--- src/rtl/ila_trig_buffer.sv ---
// Purpose : trigger-qualified sample capture buffer (logic-analyser style), optional ring mode via ILA_CIRCULAR_BUFFER_EN.
// Latency : a captured sample is readable the cycle after its write; read data is registered, one cycle after index.
// Backpressure: none; linear mode drops writes once full, ring mode overwrites the oldest sample.
module ila_trig_buffer #(
    parameter int DATA_W   = 8,
    parameter int BUFFER_W = 8,
    parameter int TRIG_W   = 4
) (
    input  logic                clk,
    input  logic                rst,
    input  logic                rst_soft,
    input  logic                enabled,
    input  logic [DATA_W-1:0]   signal,
    input  logic [TRIG_W-1:0]   trigger,
    input  logic [TRIG_W-1:0]   trigger_type,
    input  logic [TRIG_W-1:0]   negate_trigger,
    input  logic [TRIG_W-1:0]   trigger_mask,
    input  logic                reduce_type,
    input  logic                circular,
    input  logic [BUFFER_W-1:0] index,
    output logic [BUFFER_W:0]   samples,
    output logic [DATA_W-1:0]   value,
    output logic                full
);

    localparam int                  DEPTH     = 1 << BUFFER_W;
    localparam logic [BUFFER_W:0]   DEPTH_CNT = (BUFFER_W + 1)'(DEPTH);
    localparam logic [BUFFER_W:0]   CNT_ONE   = (BUFFER_W + 1)'(1);
    localparam logic [BUFFER_W-1:0] PTR_ONE   = BUFFER_W'(1);

    logic [DATA_W-1:0]   mem [DEPTH];
    logic [BUFFER_W-1:0] wr_ptr;
    logic [TRIG_W-1:0]   t_prev;

    logic                clr;
    logic [TRIG_W-1:0]   t_cur;
    logic [TRIG_W-1:0]   t_det;
    logic                trig_act;
    logic                circ_mode;
    logic                wr_en;
    logic [BUFFER_W-1:0] rd_addr;
    logic                rd_valid;

    // Both reset sources behave identically and win over any capture in the same cycle.
    assign clr = rst | rst_soft;

`ifdef ILA_CIRCULAR_BUFFER_EN
    assign circ_mode = circular;
`else
    // Linear-only build: the mode input is accepted but has no effect.
    assign circ_mode = 1'b0;
    logic unused_circular;
    assign unused_circular = circular;
`endif

    // Per-bit trigger detection, then mask and reduce; an empty mask never fires.
    always_comb begin
        t_cur    = trigger ^ negate_trigger;
        t_det    = (trigger_type & t_cur & ~t_prev) | (~trigger_type & t_cur);
        trig_act = 1'b0;
        if (|trigger_mask) begin
            if (reduce_type)
                trig_act = &(t_det | ~trigger_mask);
            else
                trig_act = |(t_det & trigger_mask);
        end
    end

    assign full  = (samples == DEPTH_CNT);
    assign wr_en = enabled & trig_act & (~full | circ_mode);

    // Map the logical read index to a physical slot; in a wrapped ring index 0 is the oldest sample.
    always_comb begin
`ifdef ILA_CIRCULAR_BUFFER_EN
        rd_addr = (circ_mode & full) ? (wr_ptr + index) : index;
`else
        rd_addr = index;
`endif
        rd_valid = ({1'b0, index} < samples);
    end

    // Capture storage; never cleared, stale slots are hidden by the sample count.
    always_ff @(posedge clk) begin
        if (wr_en && !clr)
            mem[wr_ptr] <= signal;
    end

    // Control state, edge history and registered read port (reads old data on a same-slot write).
    always_ff @(posedge clk) begin
        if (clr) begin
            samples <= '0;
            wr_ptr  <= '0;
            t_prev  <= '0;
            value   <= '0;
        end else begin
            t_prev <= t_cur;
            if (wr_en) begin
                wr_ptr <= wr_ptr + PTR_ONE;
                if (!full)
                    samples <= samples + CNT_ONE;
            end
            value <= rd_valid ? mem[rd_addr] : '0;
        end
    end

endmodule
--- config.mk ---
export PLATFORM = sky130hd
export DESIGN_NAME = ila_trig_buffer
export DESIGN_NICKNAME = d
export VERILOG_FILES = /design/src/rtl/ila_trig_buffer.sv
export SDC_FILE = /design/constraint.sdc
export NUM_CORES = 2
export LEC_CHECK = 0
export ABC_AREA = 0
export CORE_MARGIN = 2
export CORE_UTILIZATION = 45
export DETAILED_ROUTE_END_ITERATION = 10
export PLACE_DENSITY = 0.63
export RECOVER_POWER = 100
export SYNTH_ARGS = -nofsm -noshare
export SYNTH_HDL_FRONTEND = slang
export SYNTH_SLANG_ARGS = --single-unit
--- constraint.sdc ---
create_clock -name clk -period 3.5 [get_ports clk]
set_input_delay 0.35 -clock clk [delete_from_list [all_inputs] [get_ports clk]]
set_output_delay 0.35 -clock clk [all_outputs]
set_load 0.02 [all_outputs]
* Yosys cells after proc, flatten, opt, wreduce, memory -nomap -nowiden
Memory sizes are Yosys's and may differ from the RTL's. A register that Yosys moved wholly into a read port is not among the register bits. Cells that the tools add are included.
Storage, ports and cells: memories 1, word-level logic and storage cells 34, output and inout port bits 18, input port bits 38, bits in read-only memories 0, bits in latches 0, register bits 21, bits in writable memories 2048
Memories:
- mem | words 256, width 8, read ports 1, clocked after memory_dff 1, wr ports 1, RTL line 31 | logic [DATA_W-1:0] mem [DEPTH];
Cells by class: divide/modulo/power cells 0, multiply operators 0, reduce and logical (&&, ||, !) cells 7, shift-type cells 0, equal/unequal tests 1, muxes and demuxes 4, magnitude comparators 1, $add $sub $neg 2, bitwise operators 15
Operators with widths (number):
- 4-bit AND | 4
- 4-bit inverter | 3
- 9-bit by 1-bit adder with 9-bit output (second input constant) | 1
- 9-bit == test (second input constant) | 1
- 8-bit by 9-bit < comparator with 1-bit output | 1
- 8-bit by 1-bit adder with 8-bit output (second input constant) | 1
- 4-bit OR | 2
- 4-bit OR reduction | 2
- 1-bit two-way mux | 4
- 4-bit AND reduction | 1
- 4-bit XOR | 1
- 1-bit AND | 2
- 1-bit inverter | 2
- 2-bit AND reduction | 1
- 2-bit OR reduction | 1
- 1-bit logical AND | 1
- 1-bit zero test | 1
- 1-bit OR | 1

* Longest topological paths before layout
depth after elaboration 13, depth in mapped cells 12, gate-level depth less buffers 8

* Least setup slack after synthesis
No wires, ideal clock.
path kind register to register, from reg samples[0], to mem mem[60][0], enable pin, buffers on the path 2, required time 3.130 ns, slack 0.456 ns, arrival 2.673 ns, clock period less this slack 3.044 ns, library setup time 0.370 ns, stages on the path, launching flop included 11, cell sequence dfxtp_1 inv_1 ha_1 nor4b_1 and4_1 nor2_1 o211a_1 buf_2 nand4b_1 clkbuf_1 nor2_1
Between the ends: word-level cells in the longest chain between the ends 6
RTL lines:
- start: declaration | RTL line 21 | output logic [BUFFER_W:0] samples,
- start signal: assignment | RTL line 100 | samples <= samples + CNT_ONE;
- 9-bit == test | RTL line 69 | assign full = (samples == DEPTH_CNT);
- via full | RTL line 23 | output logic full
- 1-bit inverter (no source line)
- 1-bit AND | RTL line 70 | assign wr_en = enabled & trig_act & (~full | circ_mode);
- 1-bit logical AND | RTL line 84 | if (wr_en && !clr)
- 1-bit two-way mux | RTL line 84
- 1-bit two-way mux (not written as such) | RTL line 85 | mem[wr_ptr] <= signal;
- end: declaration | RTL line 31
The timed path passes the listed nets, and every way through them passes these cells.

* Worst setup path in the final report
from reg samples[1], to mem mem[251][6], enable pin
Between the ends: word-level cells in the longest chain between the ends 6
RTL lines (RTL line):
- 9-bit == test | 69
- 1-bit inverter (no source line)
- 1-bit AND | 70
- 1-bit logical AND | 84
- 1-bit two-way mux | 84
- 1-bit two-way mux (not written as such) | 85
No other way between the ends.

==> out/qor.txt <==
status: complete, but fails checks
failing checks: max-capacitance violations, max-slew violations
Clock Latency Late Sink: 0.85 ns
final instance area: 93600 sq um
Root Driver: clkbuf_16
Worst setup EP type: register
Avg Vias per Cell: 5.88
WHS Path Cells: 3
critical path launch point type: register
#FFs+latches synth: 2077
Rel. slew slack: -102%
Worst R2R End: mem[251][6]
Post-Syn Nets: 4197
die width: 428 um
critical path fanouts, max: 64
TritonCTS Buffers: 205
initial core utilization: 45.3%
final setup vio count: 0
cells on worst reg2reg path: 10
core area: 178000 sq um
first-pass GRT wire length: 298 mm
leak pwr: 30.2 nW
Hold Path Sink: t_prev[1]
period utilisation layout: 91.2%
post-synthesis cell type count: 60
# Max-Cap Violations: 10
num rows: 155
Syn Area/Cell: 19.5 sq um
largest net degree at the start of global routing: 165
Hold Fails Final Rpt: 0
Tightest Pin Transition: 3.03 ns
min Tclk post-route: 3.19 ns
Detail Route Antenna Nets: 0
final core occ: 52.4%
I/O Pins: 56
DP Area: 87800 sq um
post-CTS sizing: 0
Routed WL: 207 mm
Hold WC Path Type: input port to register
TritonRoute pass-1 iters: 7
nets@finish: 4715
Hold Crit Start: trigger[1]
layout cells sized above 1: 21.5%
Pwr per Cell Area: 548 nW/um^2
GRT Total Usage: 22.4%
total number of H-tree levels: 4
Initial DRC Count: 4675
Synth Warn #: 0
PortBufs: 54
Post-synth ARST share: 0%
CTS Hold Bufs: 4
grt ovf: 0
Cells after Synth: 4146
Peak VDD IR: 0.542 mV
CTS tree: yes
met1 Track Usage GR: 31.0%
M3 GR Usage: 3.61%
Die ar.: 183000 sq um
met2 Usage GRT: 36.4%
Slew Limit Fails: 874
Setup Skew: 0.0570 ns
Primary FF master, synth: edfxtp_1
global route hottest layer: met2
total number of vias: 42333
Post-synth EDFFs: 2048
number of global-route vias before repair: 42284
Detailed Place HPWL: 134 mm
RSZ-0062 raised after global routing: no
Worst EP required: 4.01 ns
Syn-to-layout area delta: 15.7%
Reg clk slew, reported paths: 0.06 ns
Num Clock Sinks: 2077
post-CTS setup buffers: 0
fmax: 0.313 GHz
reg2reg setup slack: 0.31 ns
register area share after synthesis: 76.8%
Worst Path Arrival: 3.70 ns
setup TNS: 0 ns
average wire per standard cell: 28.7 um
mapped cell area: 80800 sq um
Longest Clk Path Bufs: 3
DIE HEIGHT: 428 um
CP Class: register to register
DRC violations left: 0
r2r startpoint: samples[1]
Placer Congestion: 0.849
initial antenna violation count: 3
-- logic make-up after synthesis --
| family | after synthesis | share of synthesized area, % |
|---|---|---|
| AOI/OAI and AO/OA | 483 | 4.29 |
| xor gates and xnor gates | 6 | 0.0650 |
| adders and majority gates | 13 | 0.201 |
| buffers and inverters | 266 | 1.39 |
| DFF | 2077 | 76.8 |
| muxes | 728 | 14.1 |
| and+or+nand+nor | 573 | 3.13 |
-- cells in the final DEF (no fill, tap or decap), types with 29 or more instances in the layout --
cell	count
clkbuf_16	211
nand3_1	38
dfxtp_1	29
buf_4	233
a221oi_1	76
clkinv_1	48
and2_1	34
mux4_2	329
o221ai_1	111
clkbuf_2	91
edfxtp_1	2048
clkinv_2	38
a21oi_1	102
mux2i_1	377
nor2_1	276
buf_12	46
nand2_1	130
clkbuf_1	177
a22oi_1	42
o21ai_0	71
-- area by class of cell --
cell class / count / area [sq um]
diodes: 4 / 10.0
multi-input cells: 1803 / 17700
repair buffers: 560 / 4160
clock buffers: 255 / 5490
inverters: 17 / 63.8
flip-flops and latches: 2077 / 62100
fillers: 14108 / 84900
well taps: 2355 / 2950
clock inverters: 124 / 1090
-- routing by layer --
layer  up-vias  wire, um
met3       310     15500
met2      1753    101000
met4         2      6480
li1      18105         -
met5         -        13
met1     22163     84000
-- flip-flops by register name, summed over array words and instances (netlist names) --
| name | count |
|---|---|
| mem | 2048 |
| samples | 9 |
| value | 8 |
| wr_ptr | 8 |
| t_prev | 4 |
-- worst max-delay path, stage by stage (launching register included) --
cell	delay, ns
dfxtp_1	0.33
inv_1	0.07
ha_1	0.20
nor4b_1	0.14
and4_1	0.30
nor2_1	0.17
o211a_1	0.38
nand3_1	0.13
clkbuf_4	0.49
nor2_1	0.35
buf_4	0.24
-- how the worst max path moves through the flow --
stage                     cells past startpoint  slack (ns)         startpoint          end
after floorplan                              10        0.46         samples[0]   mem[60][0]
after global placement                        9        0.08         trigger[1]  mem[137][4]
after detailed placement                      9        0.04  negate_trigger[1]    mem[9][3]
after CTS                                     5        0.40         samples[1]         full
after global routing                         10        0.17         samples[1]    mem[5][3]
final                                        10        0.31         samples[1]  mem[251][6]
-- power by group --
part / switching (mW) / leakage (nW) / internal [mW]
sequential: 0.00854 / 18.6 / 27.3
clock: 9.27 / 3.20 / 12.2
combinational: 1.58 / 8.37 / 0.884
total: 10.9 / 30.2 / 40.4
-- Yosys cell counts (4+ instances only) --
library cell / number / share of area (%)
a2111oi_1: 4 / 0.050
a211oi_1: 27 / 0.25
a21oi_1: 102 / 0.63
a221oi_1: 76 / 0.82
a22o_1: 10 / 0.11
a22oi_1: 42 / 0.39
a2bb2oi_1: 6 / 0.065
a311oi_1: 6 / 0.065
a31oi_1: 7 / 0.054
and2_1: 36 / 0.28
and3_1: 6 / 0.046
buf_1: 30 / 0.14
buf_2: 88 / 0.54
clkbuf_1: 127 / 0.59
dfxtp_1: 29 / 0.72
edfxtp_1: 2048 / 76
ha_1: 13 / 0.20
inv_1: 16 / 0.074
mux2_2: 22 / 0.31
mux2i_1: 377 / 4.7
mux4_2: 329 / 9.2
nand2_1: 130 / 0.60
nand2b_1: 22 / 0.17
nand3_1: 38 / 0.24
nand4_1: 22 / 0.17
nor2_1: 279 / 1.3
nor2b_1: 9 / 0.070
nor3_1: 7 / 0.043
o21ai_0: 71 / 0.44
o221ai_1: 111 / 1.2
or3_1: 12 / 0.093
xor2_1: 4 / 0.043
-- stage by stage --
stage          hold slack [ns]  power (mW)  setup slack, ns  std cells
6_report                 0.268        51.3            0.307       7195
5_1_grt                  0.258        52.7            0.169       7192
4_1_cts                 0.0125        51.7            0.403       7191
3_5_place_dp             0.526        30.4           0.0406       6808
3_3_place_gp             0.520        30.3           0.0774       6808
2_1_floorplan            0.449        29.1            0.456       4146
No activity file was read; power rests on OpenSTA's default activity.
